[src/rtl/arb_pkg.sv]
// rtl/arb_pkg.sv - shared sizes, state type and select decode for the 32-way arbiter
package arb_pkg;

  localparam int NUM_REQ = 32;
  localparam int SEL_W   = 5;

  typedef enum logic {
    IDLE  = 1'b0,
    OWNED = 1'b1
  } arb_state_t;

  function automatic logic [NUM_REQ-1:0] sel_decode(input logic [SEL_W-1:0] sel);
    logic [NUM_REQ-1:0] oh;
    oh      = '0;
    oh[sel] = 1'b1;
    return oh;
  endfunction

endpackage

[src/rtl/rr_pick32.sv]
// rtl/rr_pick32.sv - rotating find-first: lowest set req bit at or above ptr, wrapping 31->0
module rr_pick32
  import arb_pkg::*;
(
  input  logic [NUM_REQ-1:0] req,
  input  logic [SEL_W-1:0]   ptr,
  output logic               hit,
  output logic [SEL_W-1:0]   idx
);

  always_comb begin
    logic [SEL_W-1:0] cand;
    logic             found;
    hit   = |req;
    idx   = '0;
    cand  = '0;
    found = 1'b0;
    // Candidate index wraps naturally in SEL_W bits.
    for (int i = 0; i < NUM_REQ; i++) begin
      cand = ptr + SEL_W'(i);
      if (!found && req[cand]) begin
        idx   = cand;
        found = 1'b1;
      end
    end
  end

endmodule

[src/rtl/rr_arbiter32.sv]
// rtl/rr_arbiter32.sv - round-robin owner arbiter driving the select of a shared 32:1 mux
module rr_arbiter32
  import arb_pkg::*;
#(
  parameter int MAX_HOLD = 16
) (
  input  logic               clk,
  input  logic               reset_n,
  input  logic [NUM_REQ-1:0] req,
  input  logic               done,
  output logic [NUM_REQ-1:0] grant,
  output logic               valid,
  output logic [SEL_W-1:0]   port
);

  // Unlimited tenure keeps a modest saturating counter that never triggers release.
  localparam int HOLD_W = (MAX_HOLD < 2) ? 8 : $clog2(MAX_HOLD);
  localparam logic [HOLD_W-1:0] HOLD_LAST = HOLD_W'((MAX_HOLD > 0) ? (MAX_HOLD - 1) : 0);

  arb_state_t         state, state_d;
  logic [SEL_W-1:0]   ptr, ptr_d;
  logic [HOLD_W-1:0]  hold_cnt, hold_cnt_d;
  logic [NUM_REQ-1:0] grant_d;
  logic               valid_d;
  logic [SEL_W-1:0]   port_d;

  logic               pick_hit;
  logic [SEL_W-1:0]   pick_idx;
  logic               expired;
  logic               release_evt;

  rr_pick32 u_pick (
    .req (req),
    .ptr (ptr),
    .hit (pick_hit),
    .idx (pick_idx)
  );

  assign expired     = (MAX_HOLD != 0) && (hold_cnt == HOLD_LAST);
  assign release_evt = done || !req[port] || expired;

  always_ff @(posedge clk or negedge reset_n) begin
    if (!reset_n) begin
      state    <= IDLE;
      ptr      <= '0;
      hold_cnt <= '0;
      grant    <= '0;
      valid    <= 1'b0;
      port     <= '0;
    end else begin
      state    <= state_d;
      ptr      <= ptr_d;
      hold_cnt <= hold_cnt_d;
      grant    <= grant_d;
      valid    <= valid_d;
      port     <= port_d;
    end
  end

  always_comb begin
    state_d    = state;
    ptr_d      = ptr;
    hold_cnt_d = hold_cnt;
    grant_d    = grant;
    valid_d    = valid;
    port_d     = port;
    case (state)
      IDLE: begin
        if (pick_hit) begin
          state_d    = OWNED;
          port_d     = pick_idx;
          valid_d    = 1'b1;
          grant_d    = sel_decode(pick_idx);
          hold_cnt_d = '0;
        end
      end
      OWNED: begin
        // port is kept after release so the mux select stays quiet while idle.
        if (release_evt) begin
          state_d = IDLE;
          ptr_d   = port + SEL_W'(1);
          valid_d = 1'b0;
          grant_d = '0;
        end else if (hold_cnt != '1) begin
          hold_cnt_d = hold_cnt + HOLD_W'(1);
        end
      end
      default: begin
        state_d = IDLE;
        valid_d = 1'b0;
        grant_d = '0;
      end
    endcase
  end

endmodule

[config.mk]
export PLATFORM = sky130hd
export DESIGN_NAME = rr_arbiter32
export DESIGN_NICKNAME = d
export VERILOG_FILES = /design/src/rtl/arb_pkg.sv /design/src/rtl/rr_pick32.sv /design/src/rtl/rr_arbiter32.sv
export SDC_FILE = /design/constraint.sdc
export NUM_CORES = 1
export LEC_CHECK = 0
export BUFFER_PORTS_ARGS = -buffer_cell sky130_fd_sc_hd__buf_2
export CORE_MARGIN = 2
export CORE_UTILIZATION = 62
export CTS_CLUSTER_DIAMETER = 50
export DETAILED_ROUTE_END_ITERATION = 8
export PLACE_DENSITY = 0.82
export SYNTH_ARGS = -nofsm -noshare
export SYNTH_HDL_FRONTEND = slang
export SYNTH_SLANG_ARGS = --single-unit
[constraint.sdc]
create_clock -name clk -period 9.1 [get_ports clk]
set_input_delay 0.455 -clock clk [delete_from_list [all_inputs] [get_ports clk]]
set_output_delay 0.455 -clock clk [all_outputs]
set_load 0.005 [all_outputs]
==> impl_results.rst <==
.. list-table::
   :header-rows: 1

   * - Metric
     - Value
   * - Number of filler instances in the final layout
     - 1195
   * - CP Capture Type
     - flip-flop
   * - Clock transition at the registers of the reported paths
     - 0.06 ns
   * - Number of buffers inserted during clock tree synthesis
     - 5
   * - Initial drt markers
     - 1670
   * - Total count of hold-check failures in the final report
     - 0
   * - Crit path DAT
     - 7.37 ns
   * - Maximum operating frequency
     - 140 MHz
   * - Top FF cell, synth
     - dfrtp_1
   * - Footprint of the multi-input gates
     - 7400 um2
   * - DRC violations left
     - 0
   * - Number of nets in the layout
     - 1037
   * - Most used cells in the layout excluding fill and tap cells
     - nand2_1 (97), mux4_2 (94), buf_2 (72), nor2_1 (55), mux2i_1 (51)
   * - Post-synthesis instance area
     - 9050 um2
   * - Footprint of the flip-flops and latches
     - 1200 um2
   * - Height of the die
     - 125 um
   * - Vias in the first global route
     - 8699
   * - Post-route clock period utilization
     - 78.8%
   * - Critical Path Slowest Stage Cell
     - ha_1
   * - Fraction of layout cells with a size suffix above 1
     - 28.4%
   * - Cell breakdown of the critical path
     - inv_1, ha_1, mux4_2, mux4_2, mux2i_1, nand4b_2, nor2_8, nand4_2, o311ai_0, nor2_1, a32oi_2, and2b_1, and2_1, a32o_1
   * - Hold bufs inserted after CTS
     - 0
   * - Library cell occupying the most area in the post-synthesis netlist
     - mux4_2
   * - Most frequent standard cell in the layout excluding fill and tap cells
     - nand2_1
   * - Count of cell types in the netlist
     - 102
   * - Setup repair after global routing missed its margin
     - false
   * - Port buffer count
     - 72
   * - Worst reg-to-reg path cell count
     - 14
   * - Post-detailed-route wirelength per cell
     - 27.7 um
   * - Worst-margin pin slew
     - 1.30 ns
   * - Crit. path cell count
     - 14
   * - Kind of critical path
     - reg -> reg
   * - Cells taking the most area after synthesis
     - mux4_2 (23%), dfrtp_1 (13%), mux2i_1 (5.6%)
   * - Max-slew violation total from the final report
     - 0
   * - Number of cells upsized or downsized after cts
     - 0
   * - Htree depth
     - 2
   * - Number of register bits inferred by synthesis
     - 48
   * - Pin count of the biggest net entering global routing
     - 49
   * - Crit-path most repeated cell
     - mux4_2
   * - Number of buffers between clock root and the deepest sink
     - 2
   * - Area grow syn2layout
     - 5.21%
   * - Yosys warnings
     - 0
   * - Num ports
     - 73
   * - Detailed-router iteration count before antenna repair
     - 7
   * - Worst EP required
     - 9.30 ns
   * - Avg Vias per Cell
     - 8.13
   * - Kind of cell with the highest combined delay on the critical path
     - simple AND/OR/NAND/NOR gates
   * - Die width
     - 125 um
   * - Final HPWL DP
     - 23300 um
   * - Type of element launching the critical path
     - flip-flop
   * - Number of sinks on the clock net
     - 48
   * - Final count of negative-setup-slack endpoints
     - 0
   * - Total vias in the final route
     - 9532
   * - Antenna violations before repair
     - 1
   * - Clk Tree Root Cell
     - clkbuf_16
   * - Post-CTS Setup Bufs
     - 0
   * - Post-DRT Antenna Nets
     - 0
   * - Routability congestion estimate from global placement
     - 1.04
   * - Worst-skew pair later-pin latency
     - 0.28 ns
   * - Crit-path max FO
     - 26
   * - Critical path's largest stage delay
     - 1.20 ns
   * - Area share of the leading cell type in the synthesized netlist
     - 23.4%
   * - Placement row count
     - 44
   * - Synthesized area per cell
     - 9.40 um2
   * - Global-route wire length before repair
     - 50000 um
   * - Setup TNS Final
     - 0 ns
   * - Total Wirelength
     - 32500 um
   * - TritonCTS clock tree
     - yes
   * - Async SR Flop Fraction
     - 100%
   * - Crit path time final
     - 7.17 ns
   * - Critical path buffers and inverters
     - 1
   * - Number of flops mapped to enable cells by yosys
     - 0
   * - Synth Instances
     - 963
   * - Headroom to the max-slew limit
     - 12.5%
   * - Count of maximum capacitance violations
     - 0
   * - Starting density of the core
     - 62.8%
   * - Net count of the mapped netlist
     - 1012
   * - Result of the run
     - complete, no violations
   * - Classification of the worst-slack hold path
     - in -> async
   * - Sequential-to-total area share from yosys stat
     - 13.3%
   * - Area of the placeable core
     - 14400 um2
   * - Total GRT Usage
     - 40.3%
   * - Total Die Area
     - 15600 um2
   * - Final Skew
     - 0.00712 ns
   * - Aggregate global routing overflow
     - 0
path summary, 6_finish.rpt:
path,to,start,slack (ns)
setup / recovery,grant[9],ptr[1],1.93
hold / removal,grant[20],reset_n,0.35
setup reg to reg,grant[9],ptr[1],1.93
hold reg to reg,grant[11],grant[11],0.48
max in group asynchronous,ptr[1],reset_n,8.05
min in group clk,grant[11],grant[11],0.48
per-layer routing:
metal	track usage, %	wire, um
met1	56.1	11800
met2	60.3	14000
met3	8.55	4780
met4	19.3	1980
met5	0	0
cell usage after synthesis, types with 15 or more instances:
| cell | instances |
|---|---|
| a21oi_1 | 49 |
| a32o_1 | 28 |
| buf_2 | 15 |
| clkbuf_1 | 33 |
| dfrtp_1 | 48 |
| mux2_2 | 31 |
| mux2i_1 | 51 |
| mux4_2 | 94 |
| nand2_1 | 97 |
| nand3_1 | 29 |
| nand4_1 | 26 |
| nor2_1 | 55 |
| nor3_1 | 15 |
| o21ai_0 | 35 |
| o22ai_1 | 16 |
| xnor2_1 | 21 |
| xor2_1 | 15 |
metrics by stage:
stage                     setup WS (ns)  cell area, um2  cells  utilization (%)  hold slack [ns]
after floorplan                    3.66            9050    963                -            0.159
after global placement             2.43            9370   1165             65.0            0.461
after detailed placement           2.26            9370   1165             65.0            0.469
after CTS                          2.21            9520   1172             66.0            0.384
after global routing               1.72            9520   1173             66.0            0.446
final                              1.93            9520   1173             66.0            0.355
sequential cells by signal (all words and copies together), names as in the netlist:
| name | count |
|---|---|
| ptr | 5 |
| valid | 1 |
| state | 1 |
| hold_cnt | 4 |
| grant | 32 |
| port | 5 |
worst register-to-register path, delay by kind of cell (launching register included):
family	cells	cell delay, ns
flops	1	0.80
buf+inv	1	0.40
compound gates	3	0.99
fa+ha+maj	1	1.20
mux	3	1.79
simple gates	6	1.91
layout make-up:
type	instances	share of cell area, %
antenna	1	0.0263
clock inverter	1	0.0920
inverter	17	0.670
sequential	48	12.6
clock buffer	6	1.46
multi-input combinational	828	77.7
tap	184	2.42
timing repair buffer	88	5.04
cells by family after synthesis:
kind of cell	synth area share [%]
simple gates	19.4
compound gates	22.9
mux	33.7
buf+inv	5.03
flops	13.3
xor+xnor	3.84
fa+ha+maj	1.94
Power is not shown: default switching activity piles up to over one toggle a cycle in this logic, so the estimate is an artifact.
